### config.mk
export PLATFORM = sky130hd
export DESIGN_NAME = cla_pipe_adder
export DESIGN_NICKNAME = d
export VERILOG_FILES = /design/src/rtl/cla_pkg.sv /design/src/rtl/cla_slice_stage.sv /design/src/rtl/cla_pipe_adder.sv
export SDC_FILE = /design/constraint.sdc
export NUM_CORES = 1
export LEC_CHECK = 0
export ABC_AREA = 1
export CELL_PAD_IN_SITES_DETAIL_PLACEMENT = 0
export CELL_PAD_IN_SITES_GLOBAL_PLACEMENT = 1
export CORE_MARGIN = 4
export CORE_UTILIZATION = 45
export DETAILED_ROUTE_END_ITERATION = 7
export MAX_ROUTING_LAYER = met4
export PLACE_DENSITY_LB_ADDON = 0.1
export SKIP_LAST_GASP = 1
export SLEW_MARGIN = 20
export SYNTH_ARGS = -nofsm -noshare
export SYNTH_HDL_FRONTEND = slang
export SYNTH_SLANG_ARGS = --single-unit
### constraint.sdc
create_clock -name clk -period 5.6 [get_ports clk]
set_clock_uncertainty 0.1 [all_clocks]
set_input_delay 1.68 -clock clk [delete_from_list [all_inputs] [get_ports clk]]
set_output_delay 1.68 -clock clk [all_outputs]
set_load 0.03 [all_outputs]
### src/rtl/cla_pkg.sv
`default_nettype none
// ============================================================================
// Module      : cla_pkg
// Description : Shared constants for the pipelined carry-lookahead adder.
// Revision    : 1.0 - initial release
// ============================================================================
package cla_pkg;

    localparam int   CLA_SLICE_W = 4;
    localparam logic MODE_ADD    = 1'b0;
    localparam logic MODE_SUB    = 1'b1;

endpackage
`default_nettype wire

### src/rtl/cla_slice_stage.sv
`default_nettype none
// ============================================================================
// Module      : cla_slice_stage
// Description : One 4-bit CLA slice plus its pipeline stage registers.
// Revision    : 1.0 - initial release
// ============================================================================
module cla_slice_stage
    import cla_pkg::*;
#(
    parameter int WIDTH = 16,
    parameter int IDX   = 0
) (
    input  logic                   clk,
    input  logic                   rst,
    input  logic                   en,
    input  logic                   valid_in,
    input  logic [CLA_SLICE_W-1:0] a,
    input  logic [CLA_SLICE_W-1:0] b,
    input  logic                   cin,
    input  logic [WIDTH-1:0]       sum_in,
    output logic                   valid_q,
    output logic [WIDTH-1:0]       sum_q,
    output logic                   cout_q,
    output logic                   c3_q
);

    localparam int               c_offset  = IDX * CLA_SLICE_W;
    localparam logic [WIDTH-1:0] c_lo_mask = {WIDTH{1'b1}} >> (WIDTH - c_offset);

    logic [CLA_SLICE_W-1:0] w_g;
    logic [CLA_SLICE_W-1:0] w_p;
    logic [CLA_SLICE_W:0]   w_c;
    logic [CLA_SLICE_W-1:0] w_s;
    logic [WIDTH-1:0]       w_s_placed;

    always_comb begin
        w_g    = a & b;
        w_p    = a ^ b;
        w_c[0] = cin;
        w_c[1] = w_g[0] | (w_p[0] & cin);
        w_c[2] = w_g[1] | (w_p[1] & w_g[0]) | (w_p[1] & w_p[0] & cin);
        w_c[3] = w_g[2] | (w_p[2] & w_g[1]) | (w_p[2] & w_p[1] & w_g[0])
               | (w_p[2] & w_p[1] & w_p[0] & cin);
        w_c[4] = w_g[3] | (w_p[3] & w_g[2]) | (w_p[3] & w_p[2] & w_g[1])
               | (w_p[3] & w_p[2] & w_p[1] & w_g[0])
               | (w_p[3] & w_p[2] & w_p[1] & w_p[0] & cin);
        w_s        = w_p ^ w_c[CLA_SLICE_W-1:0];
        w_s_placed = {{(WIDTH-CLA_SLICE_W){1'b0}}, w_s} << c_offset;
    end

    // Resolved lower bits ride along; bits above this slice stay zero.
    always_ff @(posedge clk or posedge rst) begin
        if (rst) begin
            valid_q <= 1'b0;
            sum_q   <= '0;
            cout_q  <= 1'b0;
            c3_q    <= 1'b0;
        end else if (en) begin
            valid_q <= valid_in;
            sum_q   <= (sum_in & c_lo_mask) | w_s_placed;
            cout_q  <= w_c[4];
            c3_q    <= w_c[3];
        end
    end

endmodule
`default_nettype wire

### src/rtl/cla_pipe_adder.sv
`default_nettype none
// ============================================================================
// Module      : cla_pipe_adder
// Description : Pipelined carry-lookahead add/subtract, one 4-bit slice per stage.
// Revision    : 1.0 - initial release
// ============================================================================
module cla_pipe_adder
    import cla_pkg::*;
#(
    parameter int WIDTH = 16
) (
    input  logic             clk,
    input  logic             rst,
    input  logic             in_valid,
    output logic             in_ready,
    input  logic [WIDTH-1:0] in_a,
    input  logic [WIDTH-1:0] in_b,
    input  logic             in_cin,
    input  logic             in_sub,
    output logic             out_valid,
    input  logic             out_ready,
    output logic [WIDTH-1:0] out_sum,
    output logic             out_cout,
    output logic             out_ovf
);

    localparam int NSLICE = WIDTH / CLA_SLICE_W;

    logic             w_adv;
    logic             w_accept;
    logic [WIDTH-1:0] w_b_eff;
    logic             w_cin0;

    logic [NSLICE-1:0] w_valid;
    logic [NSLICE-1:0] w_cout;
    logic [NSLICE-1:0] w_c3;
    logic [WIDTH-1:0]  w_sum_q [NSLICE];
    logic              w_c3_unused;

    // Operand skew: entry k holds the operands shifted so slice k sits at [3:0].
    logic [WIDTH-1:0] r_a_skew [1:NSLICE-1];
    logic [WIDTH-1:0] r_b_skew [1:NSLICE-1];

    assign w_adv    = !out_valid || out_ready;
    assign in_ready = w_adv;
    assign w_accept = in_valid && w_adv;
    assign w_b_eff  = (in_sub == MODE_SUB) ? ~in_b : in_b;
    assign w_cin0   = (in_sub == MODE_ADD) ? in_cin : 1'b1;

    always_ff @(posedge clk or posedge rst) begin
        if (rst) begin
            for (int k = 1; k < NSLICE; k++) begin
                r_a_skew[k] <= '0;
                r_b_skew[k] <= '0;
            end
        end else if (w_adv) begin
            r_a_skew[1] <= in_a >> CLA_SLICE_W;
            r_b_skew[1] <= w_b_eff >> CLA_SLICE_W;
            for (int k = 2; k < NSLICE; k++) begin
                r_a_skew[k] <= r_a_skew[k-1] >> CLA_SLICE_W;
                r_b_skew[k] <= r_b_skew[k-1] >> CLA_SLICE_W;
            end
        end
    end

    for (genvar k = 0; k < NSLICE; k++) begin : g_slice
        logic [CLA_SLICE_W-1:0] w_a_sl;
        logic [CLA_SLICE_W-1:0] w_b_sl;
        logic                   w_cin_sl;
        logic                   w_vin;
        logic [WIDTH-1:0]       w_sum_in;

        if (k == 0) begin : g_head
            assign w_a_sl   = in_a[CLA_SLICE_W-1:0];
            assign w_b_sl   = w_b_eff[CLA_SLICE_W-1:0];
            assign w_cin_sl = w_cin0;
            assign w_vin    = w_accept;
            assign w_sum_in = '0;
        end else begin : g_body
            assign w_a_sl   = r_a_skew[k][CLA_SLICE_W-1:0];
            assign w_b_sl   = r_b_skew[k][CLA_SLICE_W-1:0];
            assign w_cin_sl = w_cout[k-1];
            assign w_vin    = w_valid[k-1];
            assign w_sum_in = w_sum_q[k-1];
        end

        cla_slice_stage #(
            .WIDTH (WIDTH),
            .IDX   (k)
        ) u_stage (
            .clk      (clk),
            .rst      (rst),
            .en       (w_adv),
            .valid_in (w_vin),
            .a        (w_a_sl),
            .b        (w_b_sl),
            .cin      (w_cin_sl),
            .sum_in   (w_sum_in),
            .valid_q  (w_valid[k]),
            .sum_q    (w_sum_q[k]),
            .cout_q   (w_cout[k]),
            .c3_q     (w_c3[k])
        );
    end

    // Only the MSB slice's c3 has a consumer.
    assign w_c3_unused = ^w_c3[NSLICE-2:0];

    assign out_valid = w_valid[NSLICE-1];
    assign out_sum   = w_sum_q[NSLICE-1];
    assign out_cout  = w_cout[NSLICE-1];
    assign out_ovf   = w_c3[NSLICE-1] ^ w_cout[NSLICE-1];

endmodule
`default_nettype wire

==> flow_metrics.env <==
export IMPL_postRouteAntennaNets=0
export IMPL_fillers=960
export IMPL_synth_edf_count=0
export IMPL_viasPerCell=4.560
export IMPL_cts_resized=0
export IMPL_cts_max_path_buffers=2
export IMPL_place_congestion=0.8343
export IMPL_setup_worst_path_end_class="output port"
export IMPL_place_inst=672
export IMPL_grt_pass1_vias=3088
export IMPL_synth_common_cells="nand2_1 (217), dfrtp_1 (97), inv_1 (31)"
export IMPL_n_antenna_cell=0
export IMPL_yosys_area_top_type="dfrtp_1"
export IMPL_worstMarginPinSlew_ns=1.009
export IMPL_yosysMostFrequentCell="nand2_1"
export IMPL_antenna_found_initial=0
export IMPL_grt_max_degree=112
export IMPL_ys_warnings_count=0
export IMPL_numCtsBuffers=9
export IMPL_timing_hold_ws_ns=0.3654
export IMPL_wl_per_cell_um=12.00
export IMPL_drc=0
export IMPL_dieWidth_um=107.8
export IMPL_cts_sinks=97
export IMPL_setup_viol=0
export IMPL_fmax_ghz=0.2360
export IMPL_rsz0062_at_grt="false"
export IMPL_leakage_nw=2.637
export IMPL_reg2reg_slack_ns=3.77
export IMPL_synth_seq_cells=97
export IMPL_power_frac_clock_pct=17.3
export IMPL_postCtsSetupBuffers=0
export IMPL_worstHoldEndpoint="g_slice[3].u_stage.valid_q"
export IMPL_power_net_switching_w=0.001097
export IMPL_area_delta_synth_final_pct=17.74
export IMPL_hold_viol_final=0
export IMPL_syn_area_um2=4486
export IMPL_finalSetupTns_ns=0
export IMPL_power_frac_seq_pct=42.2
export IMPL_vias=3137
export IMPL_drv_slew=0
export IMPL_syn_nets=561
export IMPL_root_buffer="clkbuf_8"
export IMPL_period_needed_ns=4.237
export IMPL_p_comb_share_pct=40.5
export IMPL_synthDominantCellAreaShare_pct=54.11
export IMPL_wirelength_mm=8.253
export IMPL_postCtsHoldBufs=0
export IMPL_worstHoldStart="g_slice[2].u_stage.valid_q"
export IMPL_crit_required_ns=3.82
export IMPL_clk_pin_slew_worst_paths_ns=0.08
export IMPL_worstPathMaxFanout=2
export IMPL_ys_async_sr_fraction_pct=100.0
export IMPL_vdd_drop_max_v=0.0002602
export IMPL_cts_max_level=3
export IMPL_crit_path_start_kind="primary input"
export IMPL_drt_pass1_iter_count=4
export IMPL_yosysSeqAreaShare_pct=54.11
export IMPL_regToRegEndpoint="r_b_skew[37]"
export IMPL_hold_depth=2
export IMPL_track_usage_pct=16.04
export IMPL_synthFlopType="dfrtp_1"
export IMPL_hpwlAfterDp_mm=5.365
export IMPL_cts_tree="done"
export IMPL_row_count=36
export IMPL_port_buffers=57
export IMPL_rr_worst_depth=4
export IMPL_period_share_pct=75.67
export IMPL_power_w=0.002812
export IMPL_p_int_w=0.001714
export IMPL_clk_latency_ns=0.37
export IMPL_yosys_top_cells_area="dfrtp_1 (54%), nand2_1 (18%), ha_1 (5.0%)"
export IMPL_synthCells=501
export IMPL_hold_class="flip-flop to flip-flop"
export IMPL_worst_ep_arrival_time_ns=2.46
export IMPL_drv_cap=0
export IMPL_relSlewSlack_pct=32.76
export IMPL_grt_pass1_wl_mm=14.45
export IMPL_die_y_um=107.8
export IMPL_core_region_area_um2=9729
export IMPL_nets=610
export IMPL_yosysUniqueCellTypes=24
export IMPL_drt_initial_drc_count=207
export IMPL_grt_overflow=0
export IMPL_io_pin_count=58
export IMPL_swShare_pct=39.03
export IMPL_r2r_start="g_slice[3].u_stage.valid_q"
export IMPL_drive_above_1_share_pct=4.685
export IMPL_die_area_um2=11630
export IMPL_syn_avg_cell_area_um2=8.953
export IMPL_fin_cells=688
export IMPL_start_util_pct=46.10
export IMPL_crit_type="primary input to output port"
export IMPL_power_density_nw_per_um2=532.4
export IMPL_status="complete, no violations"
metal layers:
| layer | up-vias | routed length (um) | track usage [%] |
|---|---|---|---|
| met1 | 1425 | 4352 | 23.38 |
| met4 | 0 | 184 | 7.574 |
| met3 | 13 | 334 | 2.639 |
| met2 | 49 | 3381 | 21.80 |
| li1 | 1650 | - | - |
| met5 | - | 0 | - |
registers in the layout, indices dropped and copies added, names as in the netlist:
| register | count |
|---|---|
| g_slice.u_stage.c3_q | 1 |
| g_slice.u_stage.sum_q | 40 |
| r_a_skew | 12 |
| g_slice.u_stage.valid_q | 4 |
| g_slice.u_stage.cout_q | 4 |
| r_b_skew | 12 |
| g_slice.w_a_sl | 12 |
| g_slice.w_b_sl | 12 |
cell type report:
class | instances | area [um^2] | area share (%)
Sequential cell | 97 | 2427 | 45.96
Multi-Input combinational cell | 349 | 1752 | 33.17
Timing Repair Buffer | 61 | 598.1 | 11.32
Tap cell | 133 | 166.4 | 3.151
Clock buffer | 12 | 165.2 | 3.127
Inverter | 32 | 122.6 | 2.322
Clock inverter | 4 | 50.05 | 0.9476
placed cells by master (no fill, tap or decap), drive strengths merged, types with 12 or more instances in the layout:
cell           instances
o21ai                 39
dfrtp                 97
inv                   32
clkdlybuf4s50         56
ha                    18
xnor2                 15
clkbuf                12
nand2                217
nand3                 17
nor2                  17
power by group through the flow:
stage               clock network, W  logic, W  registers, W
floorplan                          0  0.000745       0.00129
global placement                   0   0.00113       0.00119
detailed placement                 0   0.00115       0.00120
CTS                         0.000497   0.00116       0.00119
global route                0.000523   0.00132       0.00123
finish                      0.000485   0.00114       0.00119
critical path, stage by stage:
cell	delay (ns)
clkdlybuf4s50_1	0.44
nor2_4	0.13
inv_2	0.04
buf_4	0.16
cell families after synthesis:
family	after synthesis	share of synthesized area, %
xor+xnor	21	4.100
buf+inv	55	6.834
compound gates	45	5.049
flops	97	54.11
fa+ha+maj	22	6.806
simple gates	261	23.10
per-stage QoR:
| step | setup slack, ns | util, % | instance area [um^2] |
|---|---|---|---|
| 6_report | 1.363 | 54.28 | 5281 |
| 5_1_grt | 1.341 | 54.28 | 5281 |
| 4_1_cts | 1.358 | 54.28 | 5281 |
| 3_5_place_dp | 1.360 | 52.07 | 5066 |
| 3_3_place_gp | 1.357 | 52.07 | 5066 |
| 2_1_floorplan | 1.286 | - | 4486 |
how the worst max path moves through the flow:
stage / endpoint / slack [ns] / depth (start not counted) / from
6_report: in_ready / 1.36 / 4 / out_ready
5_1_grt: in_ready / 1.34 / 4 / out_ready
4_1_cts: in_ready / 1.36 / 4 / out_ready
3_5_place_dp: in_ready / 1.36 / 4 / out_ready
3_3_place_gp: in_ready / 1.36 / 4 / out_ready
2_1_floorplan: g_slice[0].u_stage.cout_q / 1.29 / 1 / rst
(Power assumes the default switching activity.)
